===== src/rtl/tower_grid_scheduler_pkg.sv =====
// Shared grid geometry and the scheduler state encoding used by the
// tower scheduler and the neighbouring sprite draw blocks.
package tower_grid_scheduler_pkg;

    localparam int GRID_W  = 8;
    localparam int GRID_H  = 6;
    localparam int CELL_PX = 20;

    typedef enum logic [2:0] {
        ST_IDLE,
        ST_SCAN,
        ST_START,
        ST_WAIT,
        ST_FINISH
    } sched_state_t;

endpackage


===== src/rtl/tower_grid_scheduler_occupancy_map.sv =====
// Occupancy bit array with bounds-checked write decode, a combinational
// read port for the scanner, and a running count of occupied cells.
module occupancy_map
    import tower_grid_scheduler_pkg::*;
#(
    parameter int GRID_W = tower_grid_scheduler_pkg::GRID_W,
    parameter int GRID_H = tower_grid_scheduler_pkg::GRID_H
) (
    input  logic       clk,
    input  logic       reset,
    input  logic       place_valid,
    input  logic       place_set,
    input  logic [3:0] place_x,
    input  logic [3:0] place_y,
    input  logic [3:0] rd_x,
    input  logic [3:0] rd_y,
    output logic       rd_bit,
    output logic [5:0] tower_count
);

    localparam int CELLS = GRID_W * GRID_H;
    localparam int IDX_W = $clog2(CELLS);

    logic [CELLS-1:0] map;
    logic [IDX_W-1:0] wr_idx;
    logic [IDX_W-1:0] rd_idx;
    logic             in_range;

    always_comb begin
        in_range = (32'(place_x) < GRID_W) && (32'(place_y) < GRID_H);
        wr_idx   = IDX_W'(32'(place_y) * GRID_W + 32'(place_x));
        rd_idx   = IDX_W'(32'(rd_y) * GRID_W + 32'(rd_x));
        rd_bit   = map[rd_idx];
    end

    // The count only moves on a real bit transition, so redundant writes are free.
    always_ff @(posedge clk or posedge reset) begin
        if (reset) begin
            map         <= '0;
            tower_count <= '0;
        end else if (place_valid && in_range) begin
            if (place_set && !map[wr_idx]) begin
                map[wr_idx] <= 1'b1;
                tower_count <= tower_count + 6'd1;
            end else if (!place_set && map[wr_idx]) begin
                map[wr_idx] <= 1'b0;
                tower_count <= tower_count - 6'd1;
            end
        end
    end

endmodule


===== src/rtl/tower_grid_scheduler.sv =====
// Row-major refresh scanner: walks the occupancy map one cell per cycle and
// hands each occupied cell to the sprite drawer with a start/done handshake.
module tower_grid_scheduler
    import tower_grid_scheduler_pkg::*;
#(
    parameter int GRID_W = tower_grid_scheduler_pkg::GRID_W,
    parameter int GRID_H = tower_grid_scheduler_pkg::GRID_H
) (
    input  logic       clk,
    input  logic       reset,
    input  logic       place_valid,
    input  logic       place_set,
    input  logic [3:0] place_x,
    input  logic [3:0] place_y,
    input  logic       refresh_req,
    input  logic       draw_done,
    output logic       draw_start,
    output logic [3:0] grid_x,
    output logic [3:0] grid_y,
    output logic       busy,
    output logic       frame_done,
    output logic [5:0] tower_count
);

    sched_state_t state;
    logic [3:0]   scan_x;
    logic [3:0]   scan_y;
    logic         cell_occ;
    logic         last_x;
    logic         last_cell;

    occupancy_map #(
        .GRID_W(GRID_W),
        .GRID_H(GRID_H)
    ) u_map (
        .clk        (clk),
        .reset      (reset),
        .place_valid(place_valid),
        .place_set  (place_set),
        .place_x    (place_x),
        .place_y    (place_y),
        .rd_x       (scan_x),
        .rd_y       (scan_y),
        .rd_bit     (cell_occ),
        .tower_count(tower_count)
    );

    assign last_x    = (scan_x == 4'(GRID_W - 1));
    assign last_cell = last_x && (scan_y == 4'(GRID_H - 1));
    assign grid_x    = scan_x;
    assign grid_y    = scan_y;

    // The scan index only moves when leaving SCAN or WAIT, which keeps
    // grid_x/grid_y steady for the whole drawer handshake.
    always_ff @(posedge clk or posedge reset) begin
        if (reset) begin
            state      <= ST_IDLE;
            scan_x     <= '0;
            scan_y     <= '0;
            draw_start <= 1'b0;
            frame_done <= 1'b0;
            busy       <= 1'b0;
        end else begin
            draw_start <= 1'b0;
            frame_done <= 1'b0;
            case (state)
                ST_IDLE: begin
                    if (refresh_req) begin
                        state  <= ST_SCAN;
                        scan_x <= '0;
                        scan_y <= '0;
                        busy   <= 1'b1;
                    end
                end
                ST_SCAN: begin
                    if (cell_occ) begin
                        state      <= ST_START;
                        draw_start <= 1'b1;
                    end else if (last_cell) begin
                        state      <= ST_FINISH;
                        frame_done <= 1'b1;
                    end else if (last_x) begin
                        scan_x <= '0;
                        scan_y <= scan_y + 4'd1;
                    end else begin
                        scan_x <= scan_x + 4'd1;
                    end
                end
                ST_START: begin
                    state <= ST_WAIT;
                end
                ST_WAIT: begin
                    if (draw_done) begin
                        if (last_cell) begin
                            state      <= ST_FINISH;
                            frame_done <= 1'b1;
                        end else begin
                            state <= ST_SCAN;
                            if (last_x) begin
                                scan_x <= '0;
                                scan_y <= scan_y + 4'd1;
                            end else begin
                                scan_x <= scan_x + 4'd1;
                            end
                        end
                    end
                end
                ST_FINISH: begin
                    busy  <= 1'b0;
                    state <= ST_IDLE;
                end
                default: begin
                    state <= ST_IDLE;
                end
            endcase
        end
    end

endmodule


===== config.mk =====
export PLATFORM = sky130hd
export DESIGN_NAME = tower_grid_scheduler
export DESIGN_NICKNAME = d
export VERILOG_FILES = /design/src/rtl/tower_grid_scheduler_pkg.sv /design/src/rtl/tower_grid_scheduler_occupancy_map.sv /design/src/rtl/tower_grid_scheduler.sv
export SDC_FILE = /design/constraint.sdc
export NUM_CORES = 1
export LEC_CHECK = 0
export BUFFER_PORTS_ARGS = -buffer_cell sky130_fd_sc_hd__buf_2
export CAP_MARGIN = 20
export CORE_ASPECT_RATIO = 1.5
export CORE_MARGIN = 2
export CORE_UTILIZATION = 65
export DETAILED_ROUTE_END_ITERATION = 8
export HOLD_SLACK_MARGIN = 0.08
export PLACE_DENSITY = 0.94
export RECOVER_POWER = 50
export SLEW_MARGIN = 5
export SYNTH_ARGS = -nofsm -noshare
export SYNTH_HDL_FRONTEND = slang
export SYNTH_HIERARCHICAL = 1
export SYNTH_SLANG_ARGS = --single-unit

===== constraint.sdc =====
create_clock -name clk -period 8 [get_ports clk]
set_input_delay 0 -clock clk [delete_from_list [all_inputs] [get_ports clk]]
set_output_delay 0 -clock clk [all_outputs]
set_load 0.1 [all_outputs]

==> results.json, run 1 <==
{
  "dr.pass1.iters": 4,
  "yosys_warnings": 6,
  "drv_slew": 40,
  "p_int_uw": 724,
  "critPathLaunchType": "input pin",
  "setup_viol": 0,
  "cellLeakagePower_nw": 1.87,
  "violations": "max-capacitance violations, max-slew violations",
  "area_delta_synth_final_pct": 7.75,
  "drive_gt1_share_pct": 20.6,
  "initial_core_util_pct": 67.2,
  "grtUsageMet1_pct": 34.5,
  "grt_max_degree": 55,
  "ys_seq_elements": 68,
  "cts-buffers-inserted": 9,
  "grt_pass1_wl_mm": 16.1,
  "htreeDepth": 3,
  "setup_tns_ps": 0,
  "wire_per_inst_um": 20.8,
  "drcViolationCount": 0,
  "fp-row-count": 35,
  "synth_nets": 404,
  "worst_pin_slew_ps": 2120,
  "path_max_fanout": 40,
  "core_area_mm2": 0.00617,
  "synth_area_mm2": 0.00415,
  "max-clock-path-buffers": 2,
  "critPathArrivalTime_ps": 4760,
  "gr-max-usage-layer": "met2",
  "dpl.hpwl_mm": 6.99,
  "swShare_pct": 48.8,
  "synth-main-ff-cell": "dfrtp_1",
  "totalWireLength_mm": 9.85,
  "grtUsageMet3_pct": 6.31,
  "p_total_mw": 1.41,
  "rsz0062_at_grt": "false",
  "synth.avg_cell_area_um2": 11.0,
  "grt_pass1_vias": 3282,
  "clockRootBuffer": "clkbuf_8",
  "final_core_util_pct": 72.4,
  "layout_common_cells": "dfrtp_1, o21ai_0, o31ai_1",
  "seq_power_share_pct": 34.0,
  "post-place-ws_ps": 3270,
  "fin_crit_sh_pct": 56.7,
  "synth_edf_count": 0,
  "powerDensity_mw_per_mm2": 316,
  "drtIter0Drc": 207,
  "vdd_drop_max_v": 0.000300,
  "vias": 3359,
  "tritoncts": "yes",
  "max_slew_margin_pct": -41.1,
  "fin_ws_ps": 3470,
  "skew_ps": 7.48,
  "globalRouteMet2Util_pct": 53.5,
  "overflow": 0,
  "crit_type": "input pin to register",
  "cp.required_ps": 8220,
  "switchingPower_uw": 689,
  "min_period_ps": 4530,
  "synth_cells": 377,
  "final_common_cell": "dfrtp_1",
  "grt_usage_pct": 29.8,
  "die-area_mm2": 0.00705,
  "p_clk_share_pct": 19.1,
  "drtAntennaViolNets": 0,
  "min_path_type": "input pin to register",
  "yosysSeqAreaShare_pct": 41.0,
  "comb_power_share_pct": 46.9,
  "viasPerCell": 7.10,
  "nets": 421,
  "synthArstFlopShare_pct": 100,
  "die_w_um": 69.2,
  "insertion_delay_ps": 340,
  "cap_viol_max_count": 1,
  "ios": 31,
  "status": "finished with violations",
  "hold_viol": 0,
  "numClockSinks": 68,
  "diodes": 0,
  "io_buffers": 30,
  "synth.distinct_cells": 59,
  "die_h_um": 102,
  "clk_transition_reported_paths_ps": 70,
  "fmax_ghz": 0.221,
  "gp_congestion": 0.873,
  "postCtsSetupBuffers": 0,
  "endpoint_kind": "register",
  "antenna_found_initial": 0
}
==> metrics by stage <==
| stage | area (um^2) | hold WS [ps] | cells |
|---|---|---|---|
| 3_3_place_gp | 4260 | 81.9 | 453 |
| 6_report | 4470 | 149 | 473 |
| 2_1_floorplan | 4150 | -111 | 377 |
| 4_1_cts | 4480 | 136 | 472 |
| 5_1_grt | 4470 | 168 | 473 |
| 3_5_place_dp | 4260 | 88.8 | 453 |
==> per-layer routing <==
metal | share of wire (%) | vias up | wire length [um]
li1 | - | 1507 | -
met1 | 37 | 1677 | 3640
met2 | 53 | 154 | 5250
met3 | 6.6 | 21 | 655
met4 | 3.1 | 0 | 305
met5 | 0 | - | 0
==> what timing repair did <==
| action | in CTS | in global routing |
|---|---|---|
| hold buffers | 3 | 0 |
| endpoints found under the hold margin | 71 | 0 |
| setup endpoints to repair | 0 | 0 |
| resized for setup | 0 | 0 |
==> power groups by stage <==
stage               logic, mW  clock network, mW  registers [mW]
floorplan               0.353                  0           0.676
global placement        0.642                  0           0.482
detailed placement      0.663                  0           0.488
CTS                     0.665              0.272           0.481
global route            0.708              0.289           0.493
finish                  0.663              0.270           0.481
==> area by class of cell <==
type,count,area [um^2]
Clock buffer,11,131
Sequential cell,68,1700
Timing Repair Buffer,35,183
Tap cell,74,92.6
Clock inverter,5,52.6
Multi-Input combinational cell,267,2260
Fill cell,403,1700
Inverter,13,48.8
==> kinds of logic after synthesis <==
| kind of cell | Yosys count | share of synthesized area, % |
|---|---|---|
| compound gates | 132 | 21.0 |
| simple gates | 80 | 11.8 |
| flops | 68 | 41.0 |
| buf+inv | 42 | 4.49 |
| mux | 35 | 16.2 |
| fa+ha+maj | 13 | 4.10 |
| xor+xnor | 7 | 1.48 |
==> worst paths after layout <==
check                                          start                          to  slack, ps  cells past startpoint
worst max-delay path                      place_x[3]        u_map/tower_count[5]       3470                     17
worst min register to register  u_map/tower_count[4]        u_map/tower_count[4]        520                      2
worst min-delay path                      place_y[1]        u_map/tower_count[0]        150                      3
min in group asynchronous                      reset                    state[1]        260                      3
max in group asynchronous                      reset  asynchronous set/reset pin       5350                      4
worst max register to register              register        u_map/tower_count[5]       3530                     13
==> Yosys cell counts (all sizes together), types with 2 or more instances <==
cell / count / area [um^2]
nand3: 10 / 50.1
mux2: 7 / 78.8
o22ai: 2 / 12.5
or4: 2 / 15.0
buf: 9 / 62.6
xnor2: 5 / 43.8
ha: 12 / 150
mux4: 25 / 563
and3: 2 / 12.5
nand4b: 3 / 41.3
nand2b: 2 / 12.5
nor3: 7 / 46.3
o21ai: 53 / 265
mux2i: 3 / 30.0
a21o: 4 / 37.5
nand4: 3 / 18.8
a211oi: 2 / 15.0
a311oi: 2 / 35.0
a21oi: 12 / 63.8
nor2: 8 / 30.0
a22oi: 2 / 15.0
nor2b: 2 / 12.5
nor3b: 3 / 22.5
inv: 12 / 45.1
or4b: 3 / 41.3
clkbuf: 20 / 75.1
nor4: 4 / 25.0
xor2: 2 / 17.5
o31ai: 45 / 338
nand3b: 4 / 33.8
or3: 2 / 12.5
nand2: 22 / 82.6
dfrtp: 68 / 1700
==> worst max-delay path: stages <==
cell and delay [ps]:
buf_2 110, ha_1 200, ha_1 210, xor2_1 560
nor3b_1 200, a32oi_1 220, nand4_1 130, a211oi_1 280
ha_1 500, clkinv_1 390, buf_4 380, ha_1 320
a21o_1 150, a21oi_1 320, o21ai_0 220, a2111o_1 440
o311ai_0 100
Power figures use the tool's default switching activity.
==> run 2, diff against run 1 <==
CORE_UTILIZATION = 55   (was 65)
PLACE_DENSITY = 0.86   (was 0.94)
clock period = 4.15 ns   (was 8 ns; I/O delays follow)
==> run 2 against run 1 <==
The run still ends with max-capacitance violations, max-slew violations left; hold slack got worse by 33 ps; largest power group unchanged; die area is 17% higher; clock-buffer cell count is 1 higher.
==> results.json, run 2 (same netlist as run 1, synthesis figures left out) <==
{
  "status": "finished with violations",
  "violations": "max-capacitance violations, max-slew violations",
  "die-area_mm2": 0.00827,
  "max_slew_margin_pct": -48.1,
  "area_delta_synth_final_pct": 10.1,
  "cap_viol_max_count": 1,
  "fmax_ghz": 0.260,
  "dr.pass1.iters": 5,
  "final_cells": 505,
  "crit_type": "register to register",
  "critPathArrivalTime_ps": 4080,
  "nets": 427,
  "clockRootBuffer": "clkbuf_8",
  "drive_gt1_share_pct": 22.0,
  "swShare_pct": 48.2,
  "fin_area_mm2": 0.00457,
  "drtIter0Drc": 272,
  "grt_usage_pct": 26.7,
  "wire_per_inst_um": 20.2,
  "hold_viol": 0,
  "postCtsSetupBuffers": 0,
  "numClockSinks": 68,
  "switchingPower_mw": 1.34,
  "gp_congestion": 0.930,
  "critPathLaunchType": "register",
  "p_int_mw": 1.44,
  "drv_slew": 42,
  "cp_cell_sequence": "mux4_2 -> a41oi_1 -> o31ai_1 -> a211oi_1 -> ha_1 -> or4b_4 -> a21oi_1 -> buf_4 -> nand4b_1 -> o21ai_0 -> o31ai_1",
  "htreeDepth": 3,
  "vdd_drop_max_v": 0.000667,
  "totalWireLength_mm": 10.2,
  "crit_top_cell": "o31ai_1",
  "drcViolationCount": 0,
  "slowest_stage": "or4b_4",
  "worst_pin_slew_ps": 2220,
  "clk_transition_reported_paths_ps": 70,
  "viasPerCell": 6.87,
  "ios": 31,
  "grt_pass1_wl_mm": 16.4,
  "layout_common_cells": "dfrtp_1, o21ai_0, o31ai_1",
  "core_area_mm2": 0.00727,
  "endpoint_kind": "register",
  "dpl.hpwl_mm": 7.29,
  "io_buffers": 30,
  "grt_max_degree": 55,
  "comb_power_share_pct": 47.3,
  "final_common_cell": "dfrtp_1",
  "rsz0062_at_grt": "false",
  "crit_buf_inv": 1,
  "hold_buffers": 3,
  "p_total_mw": 2.78,
  "setup_viol": 0,
  "powerDensity_mw_per_mm2": 609,
  "max-clock-path-buffers": 2,
  "die_h_um": 110,
  "p_clk_share_pct": 20.3,
  "holdWs_ps": 116,
  "diodes": 0,
  "fp-row-count": 38,
  "cts-buffers-inserted": 9,
  "dp_cells": 485,
  "seq_power_share_pct": 32.4,
  "cellLeakagePower_nw": 1.91,
  "overflow": 0,
  "drtAntennaViolNets": 0,
  "cp.required_ps": 4370,
  "path_max_fanout": 12,
  "min_path_type": "input pin to register",
  "min_period_ps": 3850,
  "cp_top_family": "compound AO/OA/AOI/OAI gates",
  "vias": 3468,
  "initial_core_util_pct": 57.0,
  "die_w_um": 74.9,
  "tritoncts": "yes",
  "grt_pass1_vias": 3369,
  "post_cts_resized": 0,
  "skew_ps": 13.0,
  "dpl_cell_area_mm2": 0.00434,
  "slowest_delay_ps": 560,
  "setup_tns_ps": 0,
  "insertion_delay_ps": 360,
  "antenna_found_initial": 0,
  "fin_crit_sh_pct": 92.8
}
[run 2: cell count changes in the layout (fill, tap and decap cells not counted)]
cell      before  now
buf_2         23   22
buf_4          1    7
clkbuf_1      10    9
clkbuf_2       0    1
clkbuf_8       9   11
clkinv_2       3    2
[run 2: metrics by stage]
step,worst slack [ps],utilization [%]
3_3_place_gp,298,59.6
3_5_place_dp,77.0,59.6
4_1_cts,354,62.8
5_1_grt,144,62.8
6_report,297,62.8
2_1_floorplan,332,-
[run 2: per-layer routing]
metal	part of all wire (%)	wire, um	up-vias	GRT usage (%)
met1	37	3770	1717	30.5
met2	52	5320	194	46.2
li1	-	-	1520	-
met4	3.8	387	0	14.2
met3	7.1	723	37	5.27
met5	0	0	-	0
[run 2: worst register-to-register path, cell delays in order (launching register included)]
cell      delay (ps)
dfrtp_1          430
mux4_2           480
a41oi_1          230
o31ai_1           90
a211oi_1         340
ha_1             300
or4b_4           560
a21oi_1          140
buf_4            180
nand4b_1         470
o21ai_0          390
o31ai_1          120
[run 2: cell type report]
class	count	area [um^2]
timing repair buffer	41	228
multi-input combinational	267	2260
inverter	13	48.8
clock inverter	4	47.5
tap	100	125
fill	578	2710
sequential	68	1700
clock buffer	12	155
[run 2: power by group through the flow]
stage	registers [mW]	clock network [mW]	logic, mW
finish	0.902	0.564	1.31
detailed placement	0.910	0	1.31
global route	0.919	0.601	1.41
global placement	0.906	0	1.28
CTS	0.899	0.567	1.32
floorplan	1.30	0	0.681
[run 2: final timing paths]
check	start	to	slack (ps)	depth (start not counted)
worst max-delay path	register	register	300	11
min in group asynchronous	reset	asynchronous set/reset pin	230	3
max in group asynchronous	reset	asynchronous set/reset pin	1470	4
worst min-delay path	place_y[1]	u_map/tower_count[0]	120	3
worst min register to register	busy	busy	540	2
worst max register to register	register	register	300	11
